<file path="config.mk">
export PLATFORM = sky130hd
export DESIGN_NAME = alu_arbiter_flat
export DESIGN_NICKNAME = d
export VERILOG_FILES = /design/src/rtl/alu_arbiter_if.sv /design/src/rtl/alu_arbiter.sv /design/src/flat_wrapper.sv
export SDC_FILE = /design/constraint.sdc
export NUM_CORES = 1
export LEC_CHECK = 0
export CORE_AREA = 2 2 109 111
export CTS_BUF_LIST = sky130_fd_sc_hd__clkbuf_16
export DETAILED_ROUTE_END_ITERATION = 6
export DIE_AREA = 0 0 111 113
export DONT_BUFFER_PORTS = 1
export GPL_TIMING_DRIVEN = 0
export HOLD_SLACK_MARGIN = 0.1
export PLACE_DENSITY = 0.55
export SLEW_MARGIN = 20
export SYNTH_ARGS = -nofsm -noshare
export SYNTH_HDL_FRONTEND = slang
export SYNTH_SLANG_ARGS = --single-unit
export TNS_END_PERCENT = 1
</file>
<file path="constraint.sdc">
create_clock -name clk -period 2.1 [get_ports clk]
set_clock_uncertainty 0.2 [all_clocks]
set_input_delay 0.42 -clock clk [delete_from_list [all_inputs] [get_ports clk]]
set_output_delay 0.42 -clock clk [all_outputs]
set_load 0.02 [all_outputs]
</file>
<file path="src/rtl/alu_arbiter_if.sv">
// alu_arbiter_if: requester handshakes, result registers and ALU drive/return bus
// for the two-port ALU arbiter. The slave modport is the arbiter. The master
// modport is its environment: both requesters and the ALU instance.
interface alu_arbiter_if;
  // requester side
  logic        req0, req1;
  logic [31:0] a0, b0, a1, b1;
  logic [3:0]  op0, op1;          // {AINV, BNEG, Opr[1:0]}
  logic        ack0, ack1;
  logic        done0, done1;
  logic [31:0] res_result;
  logic        res_zero, res_overflow, res_cout;
  logic        busy;
  // ALU side
  logic [31:0] alu_a, alu_b;
  logic        alu_ainv, alu_bneg;
  logic [1:0]  alu_opr;
  logic [31:0] alu_result;
  logic        alu_zero, alu_overflow, alu_cout;

  modport slave (
    input  req0, req1, a0, b0, a1, b1, op0, op1,
    input  alu_result, alu_zero, alu_overflow, alu_cout,
    output ack0, ack1, done0, done1,
    output res_result, res_zero, res_overflow, res_cout, busy,
    output alu_a, alu_b, alu_ainv, alu_bneg, alu_opr
  );

  modport master (
    output req0, req1, a0, b0, a1, b1, op0, op1,
    output alu_result, alu_zero, alu_overflow, alu_cout,
    input  ack0, ack1, done0, done1,
    input  res_result, res_zero, res_overflow, res_cout, busy,
    input  alu_a, alu_b, alu_ainv, alu_bneg, alu_opr
  );
endinterface

</file>
<file path="src/rtl/alu_arbiter.sv">
// alu_arbiter: shares one combinational 32-bit ripple ALU between two requesters.
// A grant loads the winner's operands into the ALU-drive registers for one BUSY
// cycle, which is the ALU's settle window. The result and flags are captured at
// the end of that cycle, and DONE pulses for the granted port.
// Build option: ALU_ARB_FIXED_PRIO_EN gives fixed priority, so port 0 wins ties.
// Without it (the default), ties are round-robin on LAST_GNT.
module alu_arbiter (
  input  logic         clk,
  input  logic         rst_n,
  alu_arbiter_if.slave bus
);
  localparam logic [0:0] IDLE = 1'b0;
  localparam logic [0:0] BUSY = 1'b1;

  logic [0:0]      state;
  logic            gnt;       // port that owns the current BUSY cycle
  logic            win;       // arbitration winner among present requests
  logic            grant;
  logic            complete;
  logic [1:0]      req;
  logic [1:0][31:0] a_in, b_in;
  logic [1:0][3:0]  op_in;
  logic [1:0]      ack, done;

  assign req   = {bus.req1, bus.req0};
  assign a_in  = {bus.a1, bus.a0};
  assign b_in  = {bus.b1, bus.b0};
  assign op_in = {bus.op1, bus.op0};

  assign grant    = (state == IDLE) && (|req);
  assign complete = (state == BUSY);

`ifdef ALU_ARB_FIXED_PRIO_EN
  // port 0 wins whenever it is requesting
  always_comb win = ~req[0];
`else
  logic last_gnt;

  // tie goes to the port not granted last; a lone request wins outright
  always_comb begin
    win = req[1];
    if (&req) win = ~last_gnt;
  end

  // remember the last granted port; reset value 1 hands port 0 the first tie
  always_ff @(posedge clk or negedge rst_n) begin
    if (!rst_n)     last_gnt <= 1'b1;
    else if (grant) last_gnt <= win;
  end
`endif

  // sequencer: IDLE grants and loads ALU drive regs, BUSY captures the result
  always_ff @(posedge clk or negedge rst_n) begin
    if (!rst_n) begin
      state            <= IDLE;
      gnt              <= 1'b0;
      bus.alu_a        <= '0;
      bus.alu_b        <= '0;
      bus.alu_ainv     <= 1'b0;
      bus.alu_bneg     <= 1'b0;
      bus.alu_opr      <= 2'b00;
      bus.res_result   <= '0;
      bus.res_zero     <= 1'b0;
      bus.res_overflow <= 1'b0;
      bus.res_cout     <= 1'b0;
    end else if (grant) begin
      state        <= BUSY;
      gnt          <= win;
      bus.alu_a    <= a_in[win];
      bus.alu_b    <= b_in[win];
      bus.alu_ainv <= op_in[win][3];
      bus.alu_bneg <= op_in[win][2];
      bus.alu_opr  <= op_in[win][1:0];
    end else if (complete) begin
      state            <= IDLE;
      bus.res_result   <= bus.alu_result;
      bus.res_zero     <= bus.alu_zero;
      bus.res_overflow <= bus.alu_overflow;
      bus.res_cout     <= bus.alu_cout;
    end
  end

  // per-port handshake: ACK covers the BUSY cycle, DONE marks the cycle after it
  always_ff @(posedge clk or negedge rst_n) begin
    if (!rst_n) begin
      ack  <= '0;
      done <= '0;
    end else begin
      for (int i = 0; i < 2; i++) begin
        done[i] <= complete && (gnt == 1'(i));
        if (grant && (win == 1'(i))) ack[i] <= 1'b1;
        else if (complete)           ack[i] <= 1'b0;
      end
    end
  end

  assign bus.ack0  = ack[0];
  assign bus.ack1  = ack[1];
  assign bus.done0 = done[0];
  assign bus.done1 = done[1];
  assign bus.busy  = (state == BUSY);
endmodule
</file>
<file path="src/flat_wrapper.sv">
// flat-port wrapper written by rule: the top's interface ports become plain ports
module alu_arbiter_flat 
  (clk, rst_n, bus_req0, bus_req1, bus_a0, bus_b0, bus_a1, bus_b1, bus_op0, bus_op1, bus_alu_result, bus_alu_zero, bus_alu_overflow, bus_alu_cout, bus_ack0, bus_ack1, bus_done0, bus_done1, bus_res_result, bus_res_zero, bus_res_overflow, bus_res_cout, bus_busy, bus_alu_a, bus_alu_b, bus_alu_ainv, bus_alu_bneg, bus_alu_opr);
  alu_arbiter_if bus_i ();
  input  logic clk;
  input  logic rst_n;
  input wire logic [$bits(bus_i.req0)-1:0] bus_req0;
  input wire logic [$bits(bus_i.req1)-1:0] bus_req1;
  input wire logic [$bits(bus_i.a0)-1:0] bus_a0;
  input wire logic [$bits(bus_i.b0)-1:0] bus_b0;
  input wire logic [$bits(bus_i.a1)-1:0] bus_a1;
  input wire logic [$bits(bus_i.b1)-1:0] bus_b1;
  input wire logic [$bits(bus_i.op0)-1:0] bus_op0;
  input wire logic [$bits(bus_i.op1)-1:0] bus_op1;
  input wire logic [$bits(bus_i.alu_result)-1:0] bus_alu_result;
  input wire logic [$bits(bus_i.alu_zero)-1:0] bus_alu_zero;
  input wire logic [$bits(bus_i.alu_overflow)-1:0] bus_alu_overflow;
  input wire logic [$bits(bus_i.alu_cout)-1:0] bus_alu_cout;
  output wire logic [$bits(bus_i.ack0)-1:0] bus_ack0;
  output wire logic [$bits(bus_i.ack1)-1:0] bus_ack1;
  output wire logic [$bits(bus_i.done0)-1:0] bus_done0;
  output wire logic [$bits(bus_i.done1)-1:0] bus_done1;
  output wire logic [$bits(bus_i.res_result)-1:0] bus_res_result;
  output wire logic [$bits(bus_i.res_zero)-1:0] bus_res_zero;
  output wire logic [$bits(bus_i.res_overflow)-1:0] bus_res_overflow;
  output wire logic [$bits(bus_i.res_cout)-1:0] bus_res_cout;
  output wire logic [$bits(bus_i.busy)-1:0] bus_busy;
  output wire logic [$bits(bus_i.alu_a)-1:0] bus_alu_a;
  output wire logic [$bits(bus_i.alu_b)-1:0] bus_alu_b;
  output wire logic [$bits(bus_i.alu_ainv)-1:0] bus_alu_ainv;
  output wire logic [$bits(bus_i.alu_bneg)-1:0] bus_alu_bneg;
  output wire logic [$bits(bus_i.alu_opr)-1:0] bus_alu_opr;
  assign bus_i.req0 = bus_req0;
  assign bus_i.req1 = bus_req1;
  assign bus_i.a0 = bus_a0;
  assign bus_i.b0 = bus_b0;
  assign bus_i.a1 = bus_a1;
  assign bus_i.b1 = bus_b1;
  assign bus_i.op0 = bus_op0;
  assign bus_i.op1 = bus_op1;
  assign bus_i.alu_result = bus_alu_result;
  assign bus_i.alu_zero = bus_alu_zero;
  assign bus_i.alu_overflow = bus_alu_overflow;
  assign bus_i.alu_cout = bus_alu_cout;
  assign bus_ack0 = bus_i.ack0;
  assign bus_ack1 = bus_i.ack1;
  assign bus_done0 = bus_i.done0;
  assign bus_done1 = bus_i.done1;
  assign bus_res_result = bus_i.res_result;
  assign bus_res_zero = bus_i.res_zero;
  assign bus_res_overflow = bus_i.res_overflow;
  assign bus_res_cout = bus_i.res_cout;
  assign bus_busy = bus_i.busy;
  assign bus_alu_a = bus_i.alu_a;
  assign bus_alu_b = bus_i.alu_b;
  assign bus_alu_ainv = bus_i.alu_ainv;
  assign bus_alu_bneg = bus_i.alu_bneg;
  assign bus_alu_opr = bus_i.alu_opr;
  alu_arbiter u_core (.clk(clk), .rst_n(rst_n), .bus(bus_i));
endmodule
</file>
==> key figures, run 1 <==
Yosys
  • Seq/Total Area, Yosys: between 60% and 70%
  • Post-Syn Area: approximately 4500 um2
  • Synth Instances: roughly 350
  • Syn Area/Cell: about 13 um2
  • Yosys warnings: 0
  • Count of different cell masters after synthesis: 20
  • FF+latch count, synth: 110
  • Asr flop ratio synth: between 90% and 100%
  • Top post-synthesis cells by area: dfrtp_1, a221o_1, mux2_2
  • Share of the synthesized area in the top cell type: 60.0%
  • Post-synth net total: 523
  • Synth area leader: dfrtp_1
  • Post-synth EDFFs: 0
  • Top_reg_cell synth: dfrtp_1

Clocking
  • H-Tree Level Count: 3
  • Hold buffers post-CTS: 102
  • Post-CTS setup buffer count: 0
  • Clock sink total: 110
  • CTS root buffer: clkbuf_16
  • CTS max path bufs: 2
  • Clock buffers created by TritonCTS: 9
  • Post_cts resized: 0

Floorplanning
  • # rows: 39
  • Die height: roughly 110 um
  • # IOs: between 200 and 300
  • Starting Density: 40.3%
  • Die Wd: between 100 and 150 um

Run status
  • Status: aborted with a tool error
  • Fail Step: clock tree synthesis
  • Tool Error: [ERROR RSZ-0060] Max buffer count reached.

Place
  • Placed wire-length estimate: slightly below 9 mm
  • Placed Cells: approximately 500
  • IO buf count: 0
  • Placer Congestion: ~0.75
Yosys cell counts (all sizes together) (5+ instances only):
cell type,n
clkbuf,5
nand2,15
and2,54
buf,19
mux2,35
nor2,18
a21oi,27
a221o,53
dfrtp,109
stage by stage:
stage | setup slack, ns | cell area, um2 | util [%] | hold slack, ns
2_1_floorplan | 0.440 | 4550 | - | -0.0756
3_3_place_gp | 0.132 | 4720 | 41.9 | -0.0734
3_5_place_dp | 0.128 | 4720 | 41.9 | -0.0734
logic make-up after synthesis:
family,count (synthesis),share of synthesized area [%]
multiplexers,35,8.67
flip-flops,110,60.6
AND/OR/NAND/NOR,87,10.5
buffers and inverters,26,3.36
AO/OA/AOI/OAI,90,16.9
==> run 2: changes to the inputs <==
--- a/config.mk
+++ b/config.mk
@@ -5,14 +5,12 @@
 export SDC_FILE = /design/constraint.sdc
 export NUM_CORES = 1
 export LEC_CHECK = 0
-export CORE_AREA = 2 2 109 111
-export CTS_BUF_LIST = sky130_fd_sc_hd__clkbuf_16
+export CORE_MARGIN = 2
+export CORE_UTILIZATION = 40
 export DETAILED_ROUTE_END_ITERATION = 6
-export DIE_AREA = 0 0 111 113
 export DONT_BUFFER_PORTS = 1
 export GPL_TIMING_DRIVEN = 0
-export HOLD_SLACK_MARGIN = 0.1
-export PLACE_DENSITY = 0.55
+export PLACE_DENSITY_LB_ADDON = 0.15
 export SLEW_MARGIN = 20
 export SYNTH_ARGS = -nofsm -noshare
 export SYNTH_HDL_FRONTEND = slang
==> run 2 against run 1 <==
The flow now finishes, with violations (hold timing); synthesized cell count is the same; area after synthesis did not move.
==> key figures, run 2 <==
Global routing
  • First-pass GRT wire length: 17.7 mm
  • GRT Util Overall: between 10% and 20%
  • Initial antenna violation count: 0
  • Grt total ovfl: 0
  • Pin count of the biggest net entering global routing: between 100 and 150
  • Vias in the first global route: 3,106

Floorplanning
  • Full die area: ~12,000 um2
  • Die Wd: ~110 um
  • # IOs: ~280
  • # rows: 38
  • Core Region: between 10,000 and 15,000 um2
  • Starting Density: between 40 and 50%
  • Die height: between 100 and 150 um

Run status
  • Failing checks: hold timing
  • Status: complete, but fails checks

Place
  • Placer Congestion: slightly above 0.8
  • IO buf count: 0
  • Post-Place Worst Slack: 0.0916 ns
  • Placed wire-length estimate: between 8 and 9 mm

Yosys
  • Most common cell in the netlist: dfrtp_1
  • Top post-synthesis cells by area: dfrtp_1, a221o_1, mux2_2
  • Yosys warnings: 0
  • Seq/Total Area, Yosys: 60.6%
  • Post-Syn Area: roughly 4500 um2
  • Asr flop ratio synth: between 90% and 100%
  • Top_reg_cell synth: dfrtp_1
  • Synth area leader: dfrtp_1
  • Share of the synthesized area in the top cell type: around three fifths
  • Syn Area/Cell: 13.1 um2
  • Synth cell count leaders: dfrtp_1, and2_1, a221o_1
  • FF+latch count, synth: 110
  • Synth Instances: roughly 350
  • Post-synth EDFFs: 0
  • Post-synth net total: around 520
  • Count of different cell masters after synthesis: 20

Power
  • Worst VDD drop: ~0.53 mV
  • Total power: between 6 and 7 mW
  • Power Dens Cells: between 1000 and 1500 nW/um2
  • Static leakage power: ~2.2 nW

Flow run
  • Max_cap viols: 0

Layout
  • Nets: ~540
  • Proportion of layout cells with a drive suffix above 1: around a fifth
  • Largest registers: u_core.bus.alu_a: 32 flops, u_core.bus.alu_b: 32 flops, u_core.bus.res_result: 32 flops
  • Commonest non-fill, non-tap cell in the layout: dfrtp_1
  • Fill count: 967
  • Most frequent cells in the layout: dfrtp_1, and2_1, a221o_1, mux2_2, a21oi_1
  • Area Growth Syn to Fin: 13.0%
  • Final core occ: ~47%
  • ANT cells: 0

STA
  • Final worst path period need: roughly 1.9 ns
  • Fmax: around 0.54 GHz
  • Unrepaired setup endpoints after global routing: false
  • Final Hold Viols: between 100 and 150
  • Final WS setup: 0.236 ns
  • Fin crit share: between 80% and 90%
  • Slew @ Worst Pin: ~0.45 ns
  • Fin Hold WS: -0.432 ns
  • Final-report max-slew violation count: 0
  • Setup TNS: 0 ns
  • Slew margin rel.: 69.9%
  • Final setup vio count: 0

Hold path
  • Worst Hold Class: in -> async

Clocking
  • CTS tree: done
  • Clock buffers created by TritonCTS: 9
  • Clk_lat worst skew: 0.34 ns
  • Hold buffers post-CTS: 9
  • Clock sink total: 110
  • CTS max path bufs: 2
  • Post-CTS setup buffer count: 0
  • H-Tree Level Count: 3
  • CTS root buffer: clkbuf_16
  • CTS clk-pin slew, worst paths: around 0.070 ns

Route
  • Final wirelength: roughly 12 mm
  • Vias per Instance: 5.67
  • Total number of vias: 2,907
  • Residual DRC: 0
  • Post-route ant nets: 0
  • DR iter-0 viols: ~180
  • Initial DRT Pass Iterations: 4
  • WL per Instance: 22.7 um

Critical path
  • Req. time, crit path: around 2.1 ns
  • Worst Path Class, Setup: reg -> reg
  • CP max FO: 10
  • CP endpoint kind: register
  • Critical Path Source Type: register
  • WP data arrival: 1.89 ns
==> run 2: cell counts after synthesis <==
No cell type changed its count.
==> run 2: worst max-delay path, cell delays in order (launching register included) <==
cell and delay [ns]:
dfrtp_2 0.50, o21bai_4 0.28, clkbuf_1 0.27, and2_1 0.23
a221o_1 0.26
==> run 2: through the flow <==
stage	area [um2]	hold slack, ns	instances
2_1_floorplan	4550	-0.0756	348
3_3_place_gp	4720	-0.0731	488
3_5_place_dp	4720	-0.0735	488
4_1_cts	5140	-0.448	513
5_1_grt	5140	-0.456	513
6_report	5140	-0.432	513
==> run 2: what timing repair did <==
action / CTS / global route
gates resized for setup: 0 / 1
hold endpoints to repair: 119 / 110
endpoints found under the setup margin: 0 / 7
==> run 2: per-layer routing <==
| metal | global-route usage [%] | wire, um | up-vias |
|---|---|---|---|
| met4 | 6.75 | 259 | 0 |
| met2 | 31.9 | 5890 | 175 |
| met5 | 0 | 0 | - |
| met1 | 20.0 | 4310 | 1401 |
| li1 | - | - | 1312 |
| met3 | 8.78 | 1170 | 19 |
==> run 2: cells by family (layout without fill, tap and decap cells) <==
logic type,count (synthesis),in the layout,synth area share (%)
flip-flops,110,110,60.6
AO/OA/AOI/OAI,90,90,16.9
AND/OR/NAND/NOR,87,87,10.5
multiplexers,35,35,8.67
buffers and inverters,26,51,3.36
==> run 2: where the power goes <==
group | internal, mW | switching (mW)
Sequential | 2.58 | 0.917
Combinational | 0.507 | 0.397
Clock | 1.08 | 0.747
==> run 2: final timing paths <==
path	startpoint	to	slack [ns]	cells after the start
min in group clk	bus_op0[3]	u_core.bus.alu_ainv	0.02	2
hold reg to reg	u_core.gnt	u_core.done[0]	0.25	1
hold / removal	rst_n	u_core.bus.res_result[23]	-0.43	0
setup / recovery	u_core.bus.busy	u_core.bus.alu_b[27]	0.24	4
max in group asynchronous	rst_n	u_core.last_gnt	1.94	0
setup reg to reg	u_core.bus.busy	u_core.bus.alu_b[27]	0.24	4
==> run 2: layout make-up <==
cell class	count	area [um2]	share of cell area (%)
Sequential cell	110	2760	53.6
Tap cell	140	175	3.41
Inverter	2	7.51	0.146
Multi-Input combinational cell	212	1640	31.9
Buffer	24	145	2.83
Clock inverter	5	82.6	1.61
Clock buffer	11	243	4.72
Timing Repair Buffer	9	90.1	1.75
(Power assumes the default switching activity.)
==> run 3: changes to the inputs <==
--- a/config.mk
+++ b/config.mk
@@ -5,12 +5,12 @@
 export SDC_FILE = /design/constraint.sdc
 export NUM_CORES = 1
 export LEC_CHECK = 0
+export CORE_ASPECT_RATIO = 0.6
 export CORE_MARGIN = 2
 export CORE_UTILIZATION = 40
 export DETAILED_ROUTE_END_ITERATION = 6
 export DONT_BUFFER_PORTS = 1
 export GPL_TIMING_DRIVEN = 0
-export PLACE_DENSITY_LB_ADDON = 0.15
 export SLEW_MARGIN = 20
 export SYNTH_ARGS = -nofsm -noshare
 export SYNTH_HDL_FRONTEND = slang
==> run 3 against run 2 <==
The flow still finishes with violations (hold timing); die area is 0.23% higher; final cell count is 1.8% higher; global-route usage is 0.17 points lower; maximum frequency is 2.5% lower; register-to-register slack worse by 0.05 ns; core utilization is 0.86 points lower; sequential power hardly changed; critical path depth is 1 higher; routed wire length is 0.84% higher; clock power is 14% lower; sequential share of layout area hardly changed; non-clock buffer count is 4 higher; critical path type unchanged; largest cell class unchanged.
==> key figures, run 3 (synthesis results as in run 2) <==
Global routing
  • First-pass GRT wire length: around 17 mm
  • Met1 Use GR: between 20% and 30%
  • Met3 Usage GRT: a little under 7%
  • Met2 Use GR: 30.9%
  • Initial antenna violation count: 1
  • Grt peak-use layer: met2
  • GRT Util Overall: a little under a fifth
  • Vias in the first global route: between 3,000 and 4,000
  • Pin count of the biggest net entering global routing: 111
  • Grt total ovfl: 0

Route
  • DR iter-0 viols: between 150 and 200
  • Residual DRC: 0
  • WL per Instance: 22.5 um
  • Initial DRT Pass Iterations: 4
  • Vias per Instance: 5.75
  • Total number of vias: 3,003
  • Post-route ant nets: 0
  • Final wirelength: 11.7 mm

Layout
  • Most frequent cells in the layout: dfrtp_1, and2_1, a221o_1, mux2_2, a21oi_1
  • Proportion of layout cells with a drive suffix above 1: approximately a fifth
  • Commonest non-fill, non-tap cell in the layout: dfrtp_1
  • Final core occ: 45.9%
  • Nets: around 550
  • Register Area: approximately 2800 um2
  • Area Growth Syn to Fin: 13.0%
  • Fill count: 998
  • Multi-input gate area: 1640 um2
  • Largest registers: u_core.bus.alu_a: 32 flops, u_core.bus.alu_b: 32 flops, u_core.bus.res_result: 32 flops
  • Layout Cell Area excl Fill: 5140 um2

Clocking
  • Clk_lat worst skew: about 0.33 ns
  • Hold buffers post-CTS: 13
  • Clock sink total: 110
  • CTS max path bufs: 2
  • Clock buffers created by TritonCTS: 9
  • Post-CTS setup buffer count: 0
  • CTS clk-pin slew, worst paths: around 0.060 ns
  • H-Tree Level Count: 3
  • CTS root buffer: clkbuf_16
  • CTS tree: done

STA
  • Slew margin rel.: between 70% and 80%
  • Final setup vio count: 0
  • Fin crit share: between 90% and 100%
  • Final Hold Viols: 110
  • Final-report max-slew violation count: 0
  • Final worst path period need: between 1.5 and 2 ns
  • Fin Hold WS: -0.424 ns
  • Slew @ Worst Pin: between 0.4 and 0.5 ns
  • Fmax: approximately 0.52 GHz
  • Setup TNS: 0 ns
  • Unrepaired setup endpoints after global routing: false

Floorplanning
  • Full die area: between 10,000 and 15,000 um2
  • Die height: 86.6 um
  • # rows: 30
  • # IOs: 283
  • Die Wd: between 100 and 150 um
  • Starting Density: about two fifths
  • Core Region: 11,200 um2

Critical path
  • CP endpoint kind: register
  • FF-to-FF Start: u_core.bus.busy
  • R2R setup slack: ~0.19 ns
  • Critical Path Source Type: register
  • R2R cell count: 5
  • Worst R2R End: u_core.bus.alu_b[19]
  • Req. time, crit path: roughly 2.2 ns
  • WP data arrival: slightly below 2 ns
  • Worst Path Class, Setup: reg -> reg
  • CP max FO: 10

Power
  • Static leakage power: 2.21 nW
  • Power Dens Cells: ~1200 nW/um2
  • Worst VDD drop: 0.432 mV

Place
  • Placer Congestion: ~0.75
  • Placed wire-length estimate: about 8.8 mm
  • Total placed instance area: ~4700 um2
  • IO buf count: 0

Run status
  • Failing checks: hold timing
  • Status: complete, but fails checks

Hold path
  • Worst Hold Class: in -> async

Flow run
  • Max_cap viols: 0
-- run 3: changes by cell type in the layout (fill, tap and decap cells not counted), sizes merged --
cell / previous run / this run
clkinv: 3 / 2
bufinv: 2 / 0
clkinvlp: 0 / 2
dlygate4sd3: 9 / 13
diode: 0 / 1
inv: 2 / 3
-- run 3: worst max-delay path: stages (launching register included) --
cell	delay, ns
dfrtp_2	0.53
o21bai_4	0.27
buf_2	0.34
buf_2	0.27
a21oi_1	0.06
a21oi_1	0.17
-- run 3: how the worst max path moves through the flow --
stage,endpoint,cells after the start,slack (ns),from
2_1_floorplan,u_core.bus.res_result[13],3,0.44,u_core.bus.busy
3_3_place_gp,u_core.bus.alu_b[21],5,0.03,u_core.bus.busy
3_5_place_dp,u_core.bus.alu_b[19],5,0.01,u_core.bus.busy
4_1_cts,u_core.bus.alu_b[19],5,0.15,u_core.bus.busy
5_1_grt,u_core.bus.alu_b[19],5,0.06,u_core.bus.busy
6_report,u_core.bus.alu_b[19],5,0.19,u_core.bus.busy
-- run 3: final cells by class --
cell class                      count  share of cell area [%]
Clock buffer                       11                    4.73
Inverter                            2                   0.146
Buffer                             24                    2.83
Timing Repair Buffer               13                    2.53
Multi-Input combinational cell    212                    31.9
Sequential cell                   110                    53.6
Tap cell                          144                    3.51
Clock inverter                      5                   0.658
Antenna cell                        1                  0.0487
-- run 3: per-stage QoR --
step | hold WS [ns] | total power [mW] | setup slack (ns) | cells
after floorplan | -0.0756 | 4.15 | 0.440 | 348
final | -0.424 | 5.99 | 0.187 | 522
after CTS | -0.450 | 6.09 | 0.150 | 521
after detailed placement | -0.0742 | 4.45 | 0.0101 | 492
after global routing | -0.451 | 6.31 | 0.0566 | 522
after global placement | -0.0738 | 4.41 | 0.0300 | 492
-- run 3: power breakdown --
| part | internal, mW | total, mW | switching (mW) |
|---|---|---|---|
| sequential | 2.58 | 3.49 | 0.917 |
| clock | 0.838 | 1.57 | 0.735 |
| combinational | 0.512 | 0.927 | 0.415 |
| total | 3.93 | 5.99 | 2.07 |
-- run 3: what timing repair did --
action	4_1_cts	5_1_grt
endpoints found under the setup margin	1	0
gates resized for setup	1	0
hold endpoints to repair	123	110
-- run 3: layer usage --
layer / vias to the layer above / routed length [um]
met5: - / 0
met4: 0 / 162
met3: 14 / 1010
met2: 171 / 5870
met1: 1494 / 4680
li1: 1324 / -
